==> config.mk <==
export PLATFORM = sky130hd
export DESIGN_NAME = dmi_reg_arbiter
export DESIGN_NICKNAME = d
export VERILOG_FILES = /design/src/rtl/dmi_reg_arbiter.sv
export SDC_FILE = /design/constraint.sdc
export NUM_CORES = 1
export LEC_CHECK = 0
export ABC_AREA = 0
export CORE_UTILIZATION = 36
export CTS_CLUSTER_DIAMETER = 100
export DETAILED_ROUTE_END_ITERATION = 7
export PLACE_DENSITY = 0.81
export SYNTH_ARGS = -nofsm -noshare
export SYNTH_HDL_FRONTEND = slang
export SYNTH_SLANG_ARGS = --single-unit
==> constraint.sdc <==
create_clock -name core_clk -period 4.4 [get_ports core_clk]
set_input_delay 0.88 -clock core_clk [delete_from_list [all_inputs] [get_ports core_clk]]
set_output_delay 0.88 -clock core_clk [all_outputs]
set_load 0.005 [all_outputs]
==> src/rtl/dmi_reg_arbiter.sv <==
// ---------------------------------------------------------------------------
// dmi_reg_arbiter
//
// Shares the core-side debug register interface between two requesters:
//   port 0 - JTAG/DMI synchronizer output
//   port 1 - secondary debug master (e.g. system-bus debug bridge)
// Round-robin arbitration, one outstanding transaction at a time.
//
// Optional feature (compile-time macro DMI_REG_ARB_TIMEOUT_EN):
//   defined   - an ack-timeout counter ends a stuck WAIT after
//               2^TO_CNT_W-1 cycles, completing with rN_err=1, rN_rdata=0.
//   undefined - no counter; WAIT waits indefinitely; rN_err tied to 0.
//
// Handshake: a requester raises rN_req (level) with wr/addr/wdata stable and
// holds it until it samples rN_done high; it drops rN_req on that same clock
// edge. The debug module sees a one-cycle reg_en strobe and answers with a
// one-cycle reg_ack, which may arrive in the strobe cycle itself or later.
//
// Ports:
//   core_clk, core_rst            clock, async active-high reset
//   rN_req/rN_wr/rN_addr/rN_wdata requester N access request
//   rN_done/rN_rdata/rN_err       requester N completion (registered)
//   reg_en/reg_wr_en/reg_wr_addr/reg_wr_data  bus toward debug module
//   rd_data/reg_ack               response from debug module
//   busy                          high whenever the FSM is not IDLE
//   gnt                           current or last granted port
// ---------------------------------------------------------------------------
module dmi_reg_arbiter #(
    parameter int AW       = 32,
    parameter int DW       = 32,
    parameter int TO_CNT_W = 8
) (
    input  logic          core_clk,
    input  logic          core_rst,

    input  logic          r0_req,
    input  logic          r0_wr,
    input  logic [AW-1:0] r0_addr,
    input  logic [DW-1:0] r0_wdata,
    output logic          r0_done,
    output logic [DW-1:0] r0_rdata,
    output logic          r0_err,

    input  logic          r1_req,
    input  logic          r1_wr,
    input  logic [AW-1:0] r1_addr,
    input  logic [DW-1:0] r1_wdata,
    output logic          r1_done,
    output logic [DW-1:0] r1_rdata,
    output logic          r1_err,

    output logic          reg_en,
    output logic          reg_wr_en,
    output logic [AW-1:0] reg_wr_addr,
    output logic [DW-1:0] reg_wr_data,
    input  logic [DW-1:0] rd_data,
    input  logic          reg_ack,

    output logic          busy,
    output logic          gnt
);

    typedef enum logic [1:0] {
        IDLE  = 2'd0,
        ISSUE = 2'd1,
        WAIT  = 2'd2,
        RESP  = 2'd3
    } state_t;

    state_t state;
    state_t next_state;
    logic   last_gnt;
    logic   pick;
    logic   grant_now;
    logic   resp_ok;
    logic   to_fire;

    // On a tie the port that did not win last time gets the grant; with a
    // single requester that requester wins regardless of history.
    assign pick      = (r0_req && r1_req) ? ~last_gnt : r1_req;
    assign grant_now = (state == IDLE) && (r0_req || r1_req);
    // An ack counts only while a transaction is on the bus (ISSUE or WAIT).
    assign resp_ok   = ((state == ISSUE) || (state == WAIT)) && reg_ack;
    assign busy      = (state != IDLE);

`ifdef DMI_REG_ARB_TIMEOUT_EN
    // Counter holds k-1 in the k-th WAIT cycle, so firing on the step into
    // all-ones ends WAIT after exactly 2^TO_CNT_W-1 cycles. An ack in that
    // same cycle takes priority because to_fire requires !reg_ack.
    localparam logic [TO_CNT_W-1:0] TO_LAST = {TO_CNT_W{1'b1}} - 1'b1;
    logic [TO_CNT_W-1:0] to_cnt;

    assign to_fire = (state == WAIT) && !reg_ack && (to_cnt == TO_LAST);

    always_ff @(posedge core_clk or posedge core_rst) begin
        if (core_rst) begin
            to_cnt <= '0;
        end else if (state == ISSUE) begin
            to_cnt <= '0;
        end else if ((state == WAIT) && !reg_ack) begin
            to_cnt <= to_cnt + 1'b1;
        end
    end

    always_ff @(posedge core_clk or posedge core_rst) begin
        if (core_rst) begin
            r0_err <= 1'b0;
            r1_err <= 1'b0;
        end else if (resp_ok) begin
            if (gnt) r1_err <= 1'b0;
            else     r0_err <= 1'b0;
        end else if (to_fire) begin
            if (gnt) r1_err <= 1'b1;
            else     r0_err <= 1'b1;
        end
    end
`else
    assign to_fire = 1'b0;
    assign r0_err  = 1'b0;
    assign r1_err  = 1'b0;
`endif

    // State register
    always_ff @(posedge core_clk or posedge core_rst) begin
        if (core_rst) state <= IDLE;
        else          state <= next_state;
    end

    // Next-state logic
    always_comb begin
        next_state = state;
        unique case (state)
            IDLE:    if (r0_req || r1_req) next_state = ISSUE;
            ISSUE:   next_state = reg_ack ? RESP : WAIT;
            WAIT:    if (reg_ack || to_fire) next_state = RESP;
            RESP:    next_state = IDLE;
            default: next_state = IDLE;
        endcase
    end

    // Registered bus and response outputs
    always_ff @(posedge core_clk or posedge core_rst) begin
        if (core_rst) begin
            reg_en      <= 1'b0;
            reg_wr_en   <= 1'b0;
            reg_wr_addr <= '0;
            reg_wr_data <= '0;
            gnt         <= 1'b0;
            last_gnt    <= 1'b1;
            r0_done     <= 1'b0;
            r1_done     <= 1'b0;
            r0_rdata    <= '0;
            r1_rdata    <= '0;
        end else begin
            // reg_en is high exactly in the ISSUE cycle.
            reg_en  <= grant_now;
            r0_done <= 1'b0;
            r1_done <= 1'b0;

            // Bus fields change only on a new grant and hold until the next.
            if (grant_now) begin
                gnt         <= pick;
                reg_wr_en   <= pick ? r1_wr    : r0_wr;
                reg_wr_addr <= pick ? r1_addr  : r0_addr;
                reg_wr_data <= pick ? r1_wdata : r0_wdata;
            end

            // Completion: read data is captured for writes too.
            if (resp_ok) begin
                if (gnt) begin
                    r1_done  <= 1'b1;
                    r1_rdata <= rd_data;
                end else begin
                    r0_done  <= 1'b1;
                    r0_rdata <= rd_data;
                end
            end else if (to_fire) begin
                if (gnt) begin
                    r1_done  <= 1'b1;
                    r1_rdata <= '0;
                end else begin
                    r0_done  <= 1'b1;
                    r0_rdata <= '0;
                end
            end

            if (state == RESP) last_gnt <= gnt;
        end
    end

endmodule

Word-level counts from Yosys, hierarchy flattened
Index checks and enable logic that the tools add are counted.
{ "totals": {"romBits": 0, "latchBits": 0, "mem_bits_rw": 0, "in_bits": 167, "regBits": 136, "word_cells": 40, "mem_count": 0, "output_inout_bits": 136} }
{ "classes": {"multipliers": 0, "n_addsub": 0, "n_reduce_logical": 10, "n_bitwise": 2, "shifts": 0, "eq_ne": 5, "order_cmp": 0, "n_mux": 12, "div_mod_pow": 0} }
{ "op_table": {"columns": ["op", "n"], "rows": [
  ["$mux W32", 2],
  ["$pmux W2 S4", 1],
  ["$mux W1", 7],
  ["$reduce_and A2 Y1", 3],
  ["$eq A2 B2 Y1 const B", 2],
  ["$mux W2", 2],
  ["$logic_and A1 B1 Y1", 3],
  ["$eq A2 B1 Y1 const B", 1],
  ["$logic_not A2 Y1", 1],
  ["$logic_or A1 B1 Y1", 2],
  ["$ne A2 B1 Y1 const B", 1],
  ["$ne A2 B2 Y1 const B", 1],
  ["$not A1 Y1", 2],
  ["$reduce_bool A2 Y1", 1]
]} }

Logic depth before layout (Yosys ltp)
Gate-level depths: netlist of the first run.
{ "logic_depth": {"depth_word": 4, "ltp_mapped": 8, "mapped_depth_nobuf": 6} }

Worst setup path after synthesis of the first run
No wires, ideal clock.
{ "synth_path": {"path_kind": "reg-to-output", "startpoint": "register state[0]", "endpoint": "output busy", "setup_slack_ps": 2735, "path_stages_with_launch": 4, "required_ps": 3520, "t_arrival_ps": 785, "path_buffers": 0, "cell_sequence": "dfrtp_1 inv_1 ha_1 inv_1"} }
{ "synth_between": {"elab_chain_len": 1} }
{ "synth_lines": {"columns": ["element", "line_no", "source"], "rows": [
  ["start, declared", "70", "state_t state;"],
  ["start signal, assigned", "126", "else state <= next_state;"],
  ["$reduce_bool A2 Y1", "84", "assign busy = (state != IDLE);"],
  ["end, declared", "59", "output logic busy,"]
]} }
Every way passes these cells.

Worst setup path in the final report of the first run
Same ends and word-level chain as after synthesis.

==> results of run 1 <==
## cells by family (layout without fill, tap and decap cells)
logic type / after synthesis / after routing
AOI/OAI and AO/OA: 138 / 138
DFF: 136 / 136
and+or+nand+nor: 136 / 136
muxes: 66 / 66
buffers and inverters: 43 / 345
adders and majority gates: 5 / 5
other: 1 / 2
## per-layer routing
layer / global-route usage, % / vias to the layer above
met1: 24.2 / 2424
met2: 34.0 / 226
li1: - / 2356
met4: 9.94 / 4
met3: 7.82 / 43
met5: 0 / -
## through the flow
step | utilization (%) | area (um^2)
floorplan | - | 5980
global placement | 56.5 | 9070
detailed placement | 56.5 | 9070
CTS | 60.0 | 9630
global route | 60.0 | 9630
finish | 60.0 | 9630
## layout make-up
type,count,area [um^2]
Fill cell,1274,6430
Sequential cell,136,3400
Timing Repair Buffer,306,3060
Multi-Input combinational cell,347,2300
Clock buffer,17,425
Tap cell,216,270
Clock inverter,15,133
Inverter,7,30.0
## how the worst max path moves through the flow
stage | slack (ps) | start | depth (start not counted) | end
6_report | 1600 | state[0] | 4 | busy
5_1_grt | 1490 | state[0] | 4 | busy
4_1_cts | 1560 | state[0] | 4 | busy
3_5_place_dp | 1450 | r0_req | 5 | reg_wr_data[1]
3_3_place_gp | 1520 | r0_req | 5 | reg_wr_addr[4]
2_1_floorplan | 1830 | core_rst | 1 | gnt
## worst register-to-register path, stage by stage, from the launching register on
cell,delay [ps]
dfrtp_1,410
inv_1,120
ha_1,430
nand3_4,550
mux2_4,540
## flip-flops by register name, summed over array words and instances (netlist names)
signal and cells:
last_gnt 1, reg_wr_addr 32, gnt 1, r1_done 1, r0_rdata 32, r1_rdata 32
reg_wr_en 1, r0_done 1, reg_wr_data 32, reg_en 1, state 2
## layout by cell type (no fill, tap or decap)
| cell type | count |
|---|---|
| dfstp_2 | 1 |
| nand3_4 | 1 |
| inv_1 | 5 |
| nor2_1 | 67 |
| clkdlybuf4s50_1 | 300 |
| a21oi_1 | 131 |
| o21ai_4 | 1 |
| inv_6 | 6 |
| mux2_2 | 8 |
| mux2_4 | 58 |
| clkinvlp_4 | 3 |
| buf_12 | 1 |
| ha_1 | 5 |
| conb_1 | 2 |
| nand2_1 | 66 |
| o21ai_1 | 1 |
| a21bo_2 | 1 |
| a21boi_4 | 1 |
| buf_4 | 5 |
| clkinv_2 | 1 |
| nor2b_1 | 1 |
| inv_2 | 1 |
| inv_8 | 3 |
| a2bb2oi_1 | 1 |
| nand3b_4 | 1 |
| a211oi_1 | 2 |
| dfrtp_1 | 135 |
| clkbuf_16 | 17 |
| clkinv_4 | 3 |
## power by group
part	switching (mW)	internal [mW]	leakage, nW
Clock	0.617	0.744	0.271
Combinational	1.18	2.01	2.43
Sequential	0.376	1.90	1.57
==> impl_metrics.ini, run 1 <==
[run_status]
status = completed

[critical_path]
cp_top_family = buffers and inverters
crit-reg2reg-launch = state[0]
cp_slowest_cell = clkdlybuf4s50_1
reg2reg_slack_ps = 2230
end_kind = primary output
required_ps = 3520
timing.rr.end = r1_rdata[20]
r2r_cells = 4
cp_cell_sequence = inv_1 > ha_1 > inv_1 > clkdlybuf4s50_1
start_kind = flip-flop
crit_type = flip-flop to primary output
cp_common_cell = inv_1
crit_arrival_ps = 1920
critical_path_buf_inv_count = 3
critPathMaxFanout = 4
slowest_delay_ps = 540

[sta]
worst_slew_pin_slew_ps = 801
rsz0062_at_grt = false
max_freq_mhz = 357
fin_crit_sh_pct = 63.6
slew_headroom_pct = 46.6
fin_tns_setup_ps = 0
drv_slew = 0
timing.hold.ws_ps = 506
period_minus_slack_ps = 2800
setup_slack_ps = 1600
skew_ps = 8.61
setup_violations = 0
hold_violations = 0

[place]
gp_congestion = 0.791
port_buffers = 300
pre_cts_ws_ps = 1450
place_inst = 1012
dpl.hpwl_um = 12000

[synthesis]
synthSimpleGateAreaFrac_pct = 9.10
synth_area_leaders = dfrtp_1 57%, mux2_4 15%, a21oi_1 11%, nor2_1 4.2%, nand2_1 4.2%
yosysTopAreaCellShare_pct = 56.6
synth_compound_area_share_pct = 12.0
synth_fa_ha_area_share_pct = 1.05
synth-seq-area-share_pct = 57.0
synth_top_family_by_area = multiplexers
synth.cells.most_frequent = 135 x dfrtp_1, 131 x a21oi_1, 67 x nor2_1, 66 x nand2_1, 58 x mux2_4
synth_top_cell_by_area = dfrtp_1
synth_area_per_cell_um2 = 11.4
ys_types = 24
synth_most_common_cell = dfrtp_1
async_reset_ff_share_pct = 100
postSynthCellCount = 525
synthMuxAreaShare_pct = 16.1
synth_edf_count = 0
ys.flop_type = dfrtp_1
synthXorXnorAreaFrac_pct = 0
ys_ff_latch = 136
yosys_warnings = 0
syn-cell-area_um2 = 5970

[clock_tree]
cts_tree = done
clkLatencyLatePin_ps = 420
clk_pin_slew_ps = 60
cts_resized = 0
clock_sinks = 136
clockBufferDepth = 2
root_buffer = clkbuf_16
postCtsSetupBuffers = 0
htreeDepth = 4
numCtsBuffers = 17
ctsHoldBuffers = 0

[flow_run]
cap_violations = 0

[global_route]
grt_max_degree = 137
grt_pass1_vias = 5161
grt-ovfl-total = 0
antenna_found_initial = 2
grt_pass1_wl_um = 26800
grt_usage_pct = 20.9

[routing]
top_layer_used = met5
num_vias = 5053
detail_route.wl_per_cell_um = 17.0
firstDrtPassIters = 4
met3_length_um = 1540
routed_via_density = 4.84
drcViolationCount = 0
drtIter0Drc = 168
postRouteAntennaNets = 0
drt-met1-wl_um = 7010
wirelength_um = 17700
wl_met2_um = 8580

[power_and_ir_drop]
p_per_area_nw_per_um2 = 710
totalPowerFinal_mw = 6.83
ir_drop_uv = 309
p_leak_nw = 4.27

[floorplanning]
rows = 46
start_util_pct = 37.2
dieHeight_um = 131
ios = 303
coreArea_um2 = 16100
dieArea_um2 = 17100
die_w_um = 131

[finish]
syn2layout_area_growth_pct = 61.3
diodes = 0
nNetsFinal = 987
fin_cells = 1044
drive_above_1_share_pct = 13.5

[hold_path]
min_to = r1_rdata[29]
hold_class = flip-flop to flip-flop
min_delay_path_depth = 1
hp-start = r1_rdata[29]
Power figures use the tool's default switching activity.
==> inputs of run 2 (changes only) <==
--- a/config.mk
+++ b/config.mk
@@ -6,10 +6,10 @@
 export NUM_CORES = 1
 export LEC_CHECK = 0
 export ABC_AREA = 0
-export CORE_UTILIZATION = 36
+export CORE_UTILIZATION = 40
 export CTS_CLUSTER_DIAMETER = 100
 export DETAILED_ROUTE_END_ITERATION = 7
-export PLACE_DENSITY = 0.81
+export PLACE_DENSITY = 0.85
 export SYNTH_ARGS = -nofsm -noshare
 export SYNTH_HDL_FRONTEND = slang
 export SYNTH_SLANG_ARGS = --single-unit
==> constraint.sdc (replaced) <==
create_clock -name core_clk -period 2.6 [get_ports core_clk]
set_input_delay 0.52 -clock core_clk [delete_from_list [all_inputs] [get_ports core_clk]]
set_output_delay 0.52 -clock core_clk [all_outputs]
set_load 0.005 [all_outputs]
==> run 2 against run 1 <==
Effect of this change: via count grew 1.4%; total power grew 74%; design area grew 1.3%; register-to-register slack lost 1500 ps; critical path type unchanged; sequential power grew 70%; non-clock buffer count grew 7; die area shrank 9.8%; sequential cell count is the same; combinational power grew 73%; critical path depth is the same; hold slack lost 3.1 ps; sequential share of layout area shrank 0.45 points.
==> impl_metrics.ini, run 2 (synthesized netlist as in run 1, its figures left out) <==
[global_route]
grt-ovfl-total = 0
grt_usage_pct = 23.5
grt_pass1_vias = 5183
grt_pass1_wl_um = 26800
grt_max_degree = 79
antenna_found_initial = 0

[clock_tree]
root_buffer = clkbuf_16
ctsHoldBuffers = 0
numCtsBuffers = 17
cts_tree = done
clock_sinks = 136
clk_pin_slew_ps = 60
clkLatencyLatePin_ps = 410
htreeDepth = 4
clockBufferDepth = 2
cts_resized = 0
postCtsSetupBuffers = 0

[critical_path]
r2r_cells = 5
crit_type = flip-flop to primary output
required_ps = 2080
critPathMaxFanout = 5
end_kind = primary output
start_kind = flip-flop
crit_arrival_ps = 1860

[floorplanning]
rows = 44
dieArea_um2 = 15400
ios = 303
die_w_um = 124
coreArea_um2 = 14500
start_util_pct = 41.1
dieHeight_um = 124

[finish]
diodes = 0
fin_area_um2 = 9750
nNetsFinal = 994
multi_input_area_um2 = 2300
drive_above_1_share_pct = 14.3
fillers = 1089
regArea_um2 = 3400
final_common_cell = clkdlybuf4s50_1
layout_common_cells = 300 x clkdlybuf4s50_1, 135 x dfrtp_1, 131 x a21oi_1
syn2layout_area_growth_pct = 63.4

[power_and_ir_drop]
p_per_area_nw_per_um2 = 1220
ir_drop_uv = 527
p_leak_nw = 4.34

[place]
dpl.hpwl_um = 12800
placed_area_um2 = 9140
gp_congestion = 0.809
port_buffers = 300

[routing]
detail_route.wl_per_cell_um = 17.6
drcViolationCount = 0
num_vias = 5122
postRouteAntennaNets = 0
drtIter0Drc = 256
routed_via_density = 5.03
wirelength_um = 18000
firstDrtPassIters = 4

[sta]
fin_crit_sh_pct = 91.4
rsz0062_at_grt = false
max_freq_mhz = 421
drv_slew = 0
hold_violations = 0
fin_tns_setup_ps = 0
skew_ps = 8.81
period_minus_slack_ps = 2380
setup_violations = 0

[flow_run]
cap_violations = 0

[hold_path]
hold_class = flip-flop to flip-flop
min_delay_path_depth = 1

[run_status]
status = completed
[run 2: area by class of cell]
cell class	instances	share of cell area, %
tap	184	2.36
inverter	7	0.308
timing repair buffer	313	32.6
clock inverter	15	1.86
multi-input combinational	347	23.6
sequential	136	34.9
clock buffer	17	4.36
[run 2: metal layers]
metal  routed length, um  global-route usage, %  vias up
met1                6930                   26.3     2502
met3                1500                   8.24       39
met5                   0                      0        -
met4                 541                   9.75        0
met2                8990                   40.4      217
li1                    -                      -     2364
[run 2: power by group]
group | switching [mW] | internal, mW
Sequential | 0.649 | 3.22
Combinational | 2.05 | 3.48
Clock | 1.03 | 1.46
[run 2: final timing paths]
| check | start | end | slack [ps] |
|---|---|---|---|
| min in group asynchronous | core_rst | r0_rdata[29] | 570 |
| worst max register to register | state[1] | r0_rdata[29] | 750 |
| worst max-delay path | state[1] | busy | 220 |
| worst min register to register | r0_rdata[29] | r0_rdata[29] | 500 |
| worst min-delay path | r0_rdata[29] | r0_rdata[29] | 500 |
| max in group asynchronous | core_rst | reg_wr_addr[20] | 1650 |
[run 2: stage by stage]
step | power, mW | cells | utilization (%) | setup slack [ps] | hold WS, ps
floorplan | 6.41 | 526 | - | 388 | 504
global placement | 9.25 | 987 | 62.9 | 553 | 487
global route | 12.6 | 1019 | 67.1 | 96.8 | 519
CTS | 12.0 | 1019 | 67.1 | 180 | 507
finish | 11.9 | 1019 | 67.1 | 223 | 503
detailed placement | 9.43 | 987 | 62.9 | 494 | 492
[run 2: critical path, cell delays in order (launching register included)]
cell,delay [ps]
dfrtp_1,420
inv_1,100
ha_1,270
inv_1,110
clkdlybuf4s50_1,550
